[src/rtl/if_fetch_unit.sv]
// if_fetch_unit: instruction fetch stage of the pipelined MIPS CPU.
// Owns the PC, issues instruction memory requests over a req/ready
// handshake, and holds one fetched instruction for the IF/ID register.
//
// Handshake: oIMemReq/oIMemAddr are held stable until a cycle in which
// iIMemReady=1. That cycle completes the transfer and iIMemData is
// sampled in that same cycle. Downstream consumes the buffer in any cycle
// with IF_ID_Write=1.
//
// Optional feature macro: IF_FETCH_STALL_CNT_EN adds the oStallCnt output,
// which counts cycles with oValid=1 and IF_ID_Write=0.
module if_fetch_unit #(
  parameter logic [31:0] RESET_PC = 32'h80000000
) (
  input  logic        clk,
  input  logic        reset,
  input  logic        IF_ID_Write,
  input  logic        iRedirect,
  input  logic [31:0] iRedirectPC,
  output logic        oIMemReq,
  output logic [31:0] oIMemAddr,
  input  logic        iIMemReady,
  input  logic [31:0] iIMemData,
  output logic        oValid,
  output logic [31:0] oInstruction,
  output logic [31:0] oNextPC
`ifdef IF_FETCH_STALL_CNT_EN
  ,
  output logic [31:0] oStallCnt
`endif
);

  typedef enum logic [1:0] {
    S_IDLE = 2'd0,
    S_WAIT = 2'd1,
    S_DROP = 2'd2
  } state_t;

  state_t      state;
  logic [31:0] pc;
  logic [31:0] req_addr;
  logic        buf_valid;
  logic [31:0] buf_instr;
  logic [31:0] buf_nextpc;

  logic        issue;
  logic [31:0] addr_inc;

  // Idle issues only when the buffer is empty or being drained this cycle.
  // Once a request is outstanding it stays asserted until answered.
  assign issue     = (state == S_IDLE) ? (~buf_valid | IF_ID_Write) : 1'b1;
  assign oIMemReq  = ~reset & issue;
  assign oIMemAddr = (state == S_IDLE) ? pc : req_addr;
  assign addr_inc  = oIMemAddr + 32'd4;

  assign oValid       = buf_valid;
  assign oInstruction = buf_instr;
  assign oNextPC      = buf_nextpc;

  // Fetch FSM, PC and one-entry instruction buffer. A redirect overrides
  // everything and turns any unanswered request into one to be dropped.
  always_ff @(posedge clk) begin
    if (reset) begin
      state      <= S_IDLE;
      pc         <= RESET_PC;
      req_addr   <= RESET_PC;
      buf_valid  <= 1'b0;
      buf_instr  <= 32'h0;
      buf_nextpc <= RESET_PC;
    end else begin
      // Downstream took the buffer; refill below may override this.
      if (IF_ID_Write) begin
        buf_valid <= 1'b0;
        buf_instr <= 32'h0;
      end
      if (iRedirect) begin
        pc        <= iRedirectPC & 32'hFFFF_FFFC;
        buf_valid <= 1'b0;
        buf_instr <= 32'h0;
        if (oIMemReq && !iIMemReady) begin
          req_addr <= oIMemAddr;
          state    <= S_DROP;
        end else begin
          state <= S_IDLE;
        end
      end else begin
        case (state)
          S_IDLE, S_WAIT: begin
            if (oIMemReq) begin
              if (iIMemReady) begin
                buf_valid  <= 1'b1;
                buf_instr  <= iIMemData;
                buf_nextpc <= addr_inc;
                pc         <= addr_inc;
                state      <= S_IDLE;
              end else begin
                req_addr <= oIMemAddr;
                state    <= S_WAIT;
              end
            end
          end
          S_DROP: begin
            if (iIMemReady) state <= S_IDLE;
          end
          default: state <= S_IDLE;
        endcase
      end
    end
  end

`ifdef IF_FETCH_STALL_CNT_EN
  // Counts cycles where a valid instruction is held by a downstream stall.
  always_ff @(posedge clk) begin
    if (reset) begin
      oStallCnt <= 32'h0;
    end else if (buf_valid && !IF_ID_Write) begin
      oStallCnt <= oStallCnt + 32'd1;
    end
  end
`endif

endmodule

[config.mk]
export PLATFORM = sky130hd
export DESIGN_NAME = if_fetch_unit
export DESIGN_NICKNAME = d
export VERILOG_FILES = /design/src/rtl/if_fetch_unit.sv
export SDC_FILE = /design/constraint.sdc
export NUM_CORES = 1
export LEC_CHECK = 0
export BUFFER_PORTS_ARGS = -buffer_cell sky130_fd_sc_hd__buf_4
export CELL_PAD_IN_SITES_DETAIL_PLACEMENT = 1
export CELL_PAD_IN_SITES_GLOBAL_PLACEMENT = 2
export CORE_MARGIN = 2
export CORE_UTILIZATION = 30
export CTS_BUF_LIST = sky130_fd_sc_hd__clkbuf_16
export DETAILED_ROUTE_END_ITERATION = 10
export PLACE_DENSITY_LB_ADDON = 0.05
export SKIP_CTS_REPAIR_TIMING = 1
export SLEW_MARGIN = 20
export SYNTH_ARGS = -nofsm -noshare
export SYNTH_HDL_FRONTEND = slang
export SYNTH_SLANG_ARGS = --single-unit
[constraint.sdc]
create_clock -name clk -period 4.5 [get_ports clk]
set_input_delay 1.35 -clock clk [delete_from_list [all_inputs] [get_ports clk]]
set_output_delay 1.35 -clock clk [all_outputs]
set_load 0.02 [all_outputs]
* Word-level counts from Yosys, hierarchy flattened
Cells that the tools add are included.
** Word-level totals
- Bits in registers :: 131
- Word-level logic and storage cells :: 57
** Cells by class
- $add $sub $neg :: 1
- Eq/ne operators :: 6
- Muxes and demuxes :: 25
- Bitwise logic cells :: 5
- Reduce and logical (&&, ||, !) cells :: 13
** Operators by type and width (count)
- $mux W32 :: 14
- $add A32 B3 Y32 const B :: 1
- $mux W2 :: 4
- $reduce_and A4 Y1 :: 2
- $mux W1 :: 6
- $ne A3 B3 Y1 const B :: 2
- $reduce_and A3 Y1 :: 2
- $reduce_bool A2 Y1 :: 3
- $pmux W2 S2 :: 1
- $reduce_or A2 Y1 :: 2
- $not A1 Y1 :: 3
- $eq A2 B1 Y1 const B :: 1
- $eq A2 B2 Y1 const B :: 1
- $logic_not A2 Y1 :: 1
- $ne A2 B1 Y1 const B :: 1
- $ne A2 B2 Y1 const B :: 1
- $reduce_and A2 Y1 :: 1
- $and A1 B1 Y1 :: 1
- $logic_and A1 B1 Y1 :: 1
- $logic_not A1 Y1 :: 1
- $or A1 B1 Y1 :: 1

* Logic depth before layout (Yosys ltp)
Gate-level depths: netlist of the first run.
- Word-level depth :: 7
- Depth in mapped cells :: 14

* Worst setup path before layout of the first run
OpenSTA, ideal clock, no wires.
- Kind :: reg2reg
- Start :: reg state[0]
- End :: reg pc[22]
- Data arrival time :: 3.134 ns
- Slack :: 1.252 ns
- Stages on the path, launching flop included :: 15
- Path through :: dfxtp_1 buf_4 buf_4 nor2_1 buf_2 buf_2 nand2_1 nand2_1 ha_1 nand3_1 o22ai_1 nand3_1 a211o_1 xnor2_1 a2111oi_0
** Between the ends
- Longest elaborated chain between the ends :: 7
- Elaborated cells between the ends (all ways) :: 14
** RTL lines
- start, declared :: RTL line 39 : state_t state;
- start signal, assigned :: RTL line 64 : state <= S_IDLE;
- start signal, assigned :: RTL line 82 : state <= S_DROP;
- start signal, assigned :: RTL line 84 : state <= S_IDLE;
- $logic_not A2 Y1 :: RTL line 53 : assign oIMemAddr = (state == S_IDLE) ? pc : req_addr;
- $mux W32 :: RTL line 53
- net oIMemAddr[3] :: RTL line 21 : output logic [31:0] oIMemAddr,
- $add A32 B3 Y32 :: RTL line 54 : assign addr_inc = oIMemAddr + 32'd4;
- $mux W32 :: RTL line 90 : if (iIMemReady) begin
- $mux W32 :: RTL line 89 : if (oIMemReq) begin
- $mux W32 :: RTL line 87 : case (state)
- $mux W32 :: RTL line 76 : if (iRedirect) begin
- end signal, assigned :: RTL line 77 : pc <= iRedirectPC & 32'hFFFF_FFFC;
- end signal, assigned :: RTL line 94 : pc <= addr_inc;
- end, declared :: RTL line 40 : logic [31:0] pc;
The timed path passes the listed nets, and every way through them passes these cells. The select of a mux whose other input is x is not followed.
A chain may end at the register's enable or synchronous reset.

* Worst setup path after layout of the first run
- Start :: reg state[0]
- End :: out oIMemAddr[30]
** Between the ends
- Longest elaborated chain between the ends :: 2
** RTL lines (RTL line)
- $logic_not A2 Y1 :: 53
- $mux W32 :: 53
- end, declared :: 21
Every way passes these cells.

==> flow_metrics.env, run 1 <==
export IMPL_status="finished, final reports clean"
export IMPL_drtIter0Drc=264
export IMPL_reg2reg_setup_slack_ns=1.02
export IMPL_finalCritPeriodShare_pct=85.0
export IMPL_crit_type="reg -> out"
export IMPL_std_cell_rows=52
export IMPL_r2r_start="state[0]"
export IMPL_rr_endpoint="pc[22]"
export IMPL_muxShareOfSynthArea_pct=5.34
export IMPL_rsz0062_at_grt="no"
export IMPL_synthAdderAreaFrac_pct=0.200
export IMPL_yosys_top_cells_count="dfxtp_1 (131), nand2_1 (100), a21oi_1 (78)"
export IMPL_h_tree_depth=4
export IMPL_ys_types=55
export IMPL_setup_tns_ns=0
export IMPL_cp_max_fo=20
export IMPL_grt_overflow=0
export IMPL_route_detailed_wl_per_inst_um=18.1
export IMPL_synth_top_cell_by_area="dfxtp_1"
export IMPL_clk_pin_slew_ns=0.06
export IMPL_io_buffers=164
export IMPL_dieArea_um2=22000
export IMPL_drt_pass1_iter_count=4
export IMPL_period_minus_slack_ns=3.82
export IMPL_yosys_area_share_simple_pct=23.1
export IMPL_postLayoutCellArea_um2=8360
export IMPL_grt_pass1_vias=6538
export IMPL_cp_endpoint="oIMemAddr[30]"
export IMPL_die_h_um=148
export IMPL_syn_inst=773
export IMPL_design_core_area_um2=20400
export IMPL_synth_top_area_share_pct=41.9
export IMPL_clkLatencyLatePin_ns=0.42
export IMPL_nNetsFinal=988
export IMPL_synth_top_family_by_area="simple AND/OR/NAND/NOR gates"
export IMPL_syn_avg_cell_area_um2=8.09
export IMPL_cts_buffers=17
export IMPL_p_per_area_nw_per_um2=371
export IMPL_synthArstFlopShare_pct=0
export IMPL_drive_above_1_share_pct=25.1
export IMPL_place_hpwl_mm=15.3
export IMPL_max_freq_mhz=261
export IMPL_vdd_drop_max_v=0.000258
export IMPL_hold_path_class="reg -> reg"
export IMPL_syn_area_um2=6260
export IMPL_synth_compound_area_share_pct=20.5
export IMPL_cts_sinks=131
export IMPL_syn_nets=843
export IMPL_ant_nets=0
export IMPL_grt_pass1_wl_mm=34.5
export IMPL_ios=167
export IMPL_cts_buffer_depth=2
export IMPL_crit_path_start="state[0]"
export IMPL_wl_mm=21.7
export IMPL_placed_cell_area_um2=7770
export IMPL_vias_per_cell=5.13
export IMPL_cts_root_buffer="clkbuf_16"
export IMPL_synth_warnings=0
export IMPL_tightest_slew_ns=0.997
export IMPL_place_gp_congestion=0.810
export IMPL_synth_most_common_cell="dfxtp_1"
export IMPL_setup_viol=0
export IMPL_ys_flop_type="dfxtp_1"
export IMPL_n_antenna_cell=0
export IMPL_dieWidth_um=148
export IMPL_endpoint_kind="primary output"
export IMPL_reg2reg_depth=7
export IMPL_yosysSeqAreaShare_pct=41.9
export IMPL_synth_seq_cells=131
export IMPL_grt_max_degree=64
export IMPL_cts_tree="yes"
export IMPL_drv_cap=0
export IMPL_fillers=2434
export IMPL_synthXorXnorAreaFrac_pct=2.80
export IMPL_finalHoldViolations=0
export IMPL_areaGrowthSynthToFinish_pct=33.6
export IMPL_slew_violations=0
export IMPL_initial_core_util_pct=30.7
export IMPL_synth_edf_count=0
export IMPL_synthTopCellsByArea="dfxtp_1 (42%), a21oi_1 (6.2%), nand2_1 (6.0%), mux2i_1 (4.8%), nor2_1 (4.1%)"
export IMPL_fin_skew_ns=0.0113
export IMPL_slew_headroom_pct=33.3
export IMPL_grtUsageTotal_pct=19.9
export IMPL_antenna_found_initial=0
export IMPL_required_ns=3.15
export IMPL_cp_start_kind="flop"
export IMPL_arrival_ns=2.47
export IMPL_post_route_drc_count=0
export IMPL_power_leakage_nw=3.51
export IMPL_vias=6166
[kinds of logic (layout without fill, tap and decap cells)]
| family | Yosys count | count (layout) |
|---|---|---|
| AOI/OAI and AO/OA | 208 | 208 |
| xor gates and xnor gates | 20 | 20 |
| adders and majority gates | 1 | 1 |
| buffers and inverters | 95 | 253 |
| DFF | 131 | 131 |
| muxes | 33 | 33 |
| and+or+nand+nor | 285 | 285 |
[state kept, by name (all words and copies together) (netlist names)]
signal        count
oInstruction     32
oNextPC          32
pc               32
req_addr         32
state             2
oValid            1
[worst max-delay path: stages, from the launching register on]
cell	delay, ns
dfxtp_1	0.50
nor2_4	0.44
buf_4	0.42
mux2i_1	0.37
inv_1	0.13
buf_4	0.18
[through the flow]
stage	total power [mW]	hold WS, ns	cells	util [%]	setup WS, ns
after floorplan	1.53	0.464	773	-	1.25
after global placement	1.72	0.436	1169	38.1	0.720
after detailed placement	1.73	0.447	1169	38.1	0.644
after CTS	3.15	0.460	1201	41.1	0.635
after global routing	3.25	0.479	1201	41.1	0.489
final	3.10	0.455	1201	41.1	0.675
[per-layer routing]
layer / vias to the layer above / part of all wire (%) / global-route usage, %
li1: 3003 / - / -
met1: 3003 / 44 / 24.5
met2: 140 / 48 / 33.6
met3: 20 / 6.0 / 6.23
met4: 0 / 1.4 / 5.90
met5: - / 0 / 0
[final cells by class]
class                           instances  area, µm²  share of cell area [%]
Clock buffer                           17        425                    5.09
Sequential cell                       131       2620                    31.4
Tap cell                              270        338                    4.04
Clock inverter                         15        169                    2.02
Multi-Input combinational cell        547       3260                    39.0
Inverter                               34        128                    1.53
Timing Repair Buffer                  187       1420                    16.9
[report_power, final]
| group | internal, mW | switching, mW | total, mW |
|---|---|---|---|
| logic | 0.183 | 0.258 | 0.442 |
| registers | 1.21 | 0.0448 | 1.26 |
| clock network | 0.865 | 0.535 | 1.40 |
[layout by cell type, fill, tap and decap left out, types with 4 or more instances in the layout]
master     instances
a221oi_1           9
nand3_1           14
nand2_1          100
clkbuf_16         17
o211ai_1          13
nand4_1            5
nor3_1            11
and3_1             4
xnor2_1           20
o21ai_0           43
a21oi_1           78
or4bb_1            6
nor2_1            66
nor2b_1            4
clkinv_4           4
o22ai_1            9
inv_1             36
a22oi_1            7
and2_1             4
buf_4            186
nand4bb_1          4
mux2i_1           30
a211oi_1          29
dfxtp_1          131
nand2b_1          21
nand3b_1          23
[how the worst min path moves through the flow]
stage,from,endpoint,slack (ns),cells after the start
after global placement,oNextPC[18],oNextPC[18],0.44,2
final,oNextPC[18],oNextPC[18],0.45,2
after global routing,oNextPC[18],oNextPC[18],0.48,2
after detailed placement,oNextPC[18],oNextPC[18],0.45,2
after floorplan,req_addr[31],req_addr[31],0.46,2
after CTS,oNextPC[11],oNextPC[11],0.46,2
Power figures use the tool's default switching activity.
==> inputs of run 2 (changes only) <==
--- a/config.mk
+++ b/config.mk
@@ -9,7 +9,7 @@
 export CELL_PAD_IN_SITES_DETAIL_PLACEMENT = 1
 export CELL_PAD_IN_SITES_GLOBAL_PLACEMENT = 2
 export CORE_MARGIN = 2
-export CORE_UTILIZATION = 30
+export CORE_UTILIZATION = 27
 export CTS_BUF_LIST = sky130_fd_sc_hd__clkbuf_16
 export DETAILED_ROUTE_END_ITERATION = 10
 export PLACE_DENSITY_LB_ADDON = 0.05
==> constraint.sdc (replaced) <==
create_clock -name clk -period 3.5 [get_ports clk]
set_input_delay 1.05 -clock clk [delete_from_list [all_inputs] [get_ports clk]]
set_output_delay 1.05 -clock clk [all_outputs]
set_load 0.02 [all_outputs]
==> run 2 against run 1 <==
Against the previous run:
- non-clock buffer count increased by 3
- routed wire length up 2.2%
- register-to-register slack worse by 0.47 ns
- clock power grew 32%
- clock skew down 0.00061 ns
- sequential power is 29% higher
- largest cell class unchanged
- utilization fell by 4.0 points
- critical endpoint is now oIMemAddr[29]
- via count decreased by 0.34%
- critical path type unchanged
- cell count is 1.4% higher
- worst hold slack gained 0.0031 ns
==> flow_metrics.env, run 2 (same netlist as run 1, synthesis figures left out) <==
export IMPL_worst_path_buf_inv=4
export IMPL_cp_slowest_stage_delay_ns=0.45
export IMPL_mostFrequentLayoutCell="buf_4"
export IMPL_clk_pin_slew_ns=0.06
export IMPL_power_leakage_nw=3.53
export IMPL_setup_tns_ns=0
export IMPL_clkPwrFrac_pct=45.7
export IMPL_slew_headroom_pct=49.1
export IMPL_period_minus_slack_ns=3.28
export IMPL_wl_mm=22.2
export IMPL_ff_latch_area_um2=2620
export IMPL_slew_violations=0
export IMPL_vias=6145
export IMPL_arrival_ns=2.23
export IMPL_h_tree_depth=4
export IMPL_cts_tree="yes"
export IMPL_fin_skew_ns=0.0107
export IMPL_grt_overflow=0
export IMPL_nNetsFinal=991
export IMPL_finalCritPeriodShare_pct=93.7
export IMPL_required_ns=2.45
export IMPL_p_sw_mw=1.07
export IMPL_place_hpwl_mm=15.5
export IMPL_hold_path_class="reg -> reg"
export IMPL_combinationalPowerShare_pct=14.2
export IMPL_drv_cap=0
export IMPL_cts_root_buffer="clkbuf_16"
export IMPL_grt_most_used_layer="met2"
export IMPL_ios=167
export IMPL_crit_type="reg -> out"
export IMPL_drtIter0Drc=240
export IMPL_grtUsageTotal_pct=18.3
export IMPL_crit_top_cell="buf_4"
export IMPL_vdd_drop_max_v=0.000234
export IMPL_seqPwrFrac_pct=40.0
export IMPL_finalHoldViolations=0
export IMPL_status="finished, final reports clean"
export IMPL_dieArea_um2=24400
export IMPL_design_core_area_um2=22700
export IMPL_grt_pass1_wl_mm=34.8
export IMPL_grt_max_degree=67
export IMPL_initial_core_util_pct=27.6
export IMPL_place_gp_congestion=0.794
export IMPL_dieWidth_um=156
export IMPL_multi_input_area_um2=3260
export IMPL_use_met3_pct=5.62
export IMPL_globalRouteMet1Util_pct=23.0
export IMPL_cp_start_kind="flop"
export IMPL_final_util_pct=37.1
export IMPL_cp_cell_sequence="buf_4 > nor2_4 > buf_4 > mux2i_1 > inv_1 > buf_4"
export IMPL_drt_pass1_iter_count=4
export IMPL_cp_slowest_cell="buf_4"
export IMPL_cts_buffer_depth=2
export IMPL_p_per_area_nw_per_um2=480
export IMPL_cp_max_fo=29
export IMPL_rsz0062_at_grt="no"
export IMPL_crit_family="buffers and inverters"
export IMPL_final_cell_mix="buf_4 (188), dfxtp_1 (131), nand2_1 (100), a21oi_1 (78), nor2_1 (67)"
export IMPL_die_h_um=156
export IMPL_io_buffers=164
export IMPL_cts_sinks=131
export IMPL_cts_buffers=17
export IMPL_vias_per_cell=5.05
export IMPL_drive_above_1_share_pct=25.1
export IMPL_post_route_drc_count=0
export IMPL_ant_nets=0
export IMPL_max_freq_mhz=305
export IMPL_endpoint_kind="primary output"
export IMPL_route_detailed_wl_per_inst_um=18.2
export IMPL_tightest_slew_ns=0.763
export IMPL_antenna_found_initial=0
export IMPL_clkLatencyLatePin_ns=0.42
export IMPL_p_sw_share_pct=26.5
export IMPL_grt_pass1_vias=6412
export IMPL_areaGrowthSynthToFinish_pct=34.5
export IMPL_met2_usage_pct=30.0
export IMPL_fillers=2727
export IMPL_setup_viol=0
export IMPL_std_cell_rows=55
export IMPL_p_int_mw=2.97
[run 2: cell types whose count changed in the layout (fill, tap and decap cells not counted)]
cell       change
buf_12         +1
buf_4          +2
bufinv_16      +1
clkinv_1       +1
clkinv_2       +1
clkinv_4       -4
diode_2        +1
inv_1          -1
nor2_1         +1
nor2_2         -1
[run 2: path summary, 6_finish.rpt]
check                   start       endpoint  slack, ns  depth (start not counted)
setup / recovery     state[1]  oIMemAddr[29]       0.22                          6
setup reg to reg     state[1]         pc[22]       0.55                         10
hold / removal    oNextPC[13]    oNextPC[13]       0.46                          2
hold reg to reg   oNextPC[13]    oNextPC[13]       0.46                          2
[run 2: through the flow]
stage	total power [mW]	setup WS, ns	cell area, µm²	hold WS (ns)	cells
2_1_floorplan	1.97	0.252	6260	0.464	773
3_3_place_gp	2.21	0.589	7820	0.436	1187
3_5_place_dp	2.23	0.472	7820	0.450	1187
4_1_cts	4.11	0.197	8410	0.458	1217
5_1_grt	4.23	0.0729	8410	0.485	1217
6_report	4.04	0.221	8420	0.458	1218
[run 2: worst register-to-register path: stages (launching register included)]
cell and delay (ns):
dfxtp_1 0.31, or2_2 0.31, mux2i_1 0.20, inv_1 0.12, ha_1 0.25, nand3_1 0.11
o22ai_1 0.29, nand3_1 0.33, a211o_1 0.38, xnor2_1 0.14, a2111oi_0 0.40
[run 2: layer usage]
layer,routed length (µm),part of all wire (%),vias to the layer above
met5,0,0,-
met1,10200,46,2986
met3,1390,6.2,20
met4,343,1.5,0
met2,10300,46,140
li1,-,-,2999
[run 2: cell type report]
type                            instances  area share, %
Tap cell                              285           4.24
Multi-Input combinational cell        547           38.7
Timing Repair Buffer                  190           17.2
Clock buffer                           17           5.06
Inverter                               34           1.52
Clock inverter                         13           2.01
Sequential cell                       131           31.2
Antenna cell                            1         0.0297
[run 2: power by group through the flow]
stage	clock network (mW)	logic, mW	registers [mW]
finish	1.85	0.574	1.62
CTS	1.91	0.586	1.62
detailed placement	0	0.583	1.65
floorplan	0	0.319	1.65
global route	1.97	0.629	1.63
global placement	0	0.570	1.64
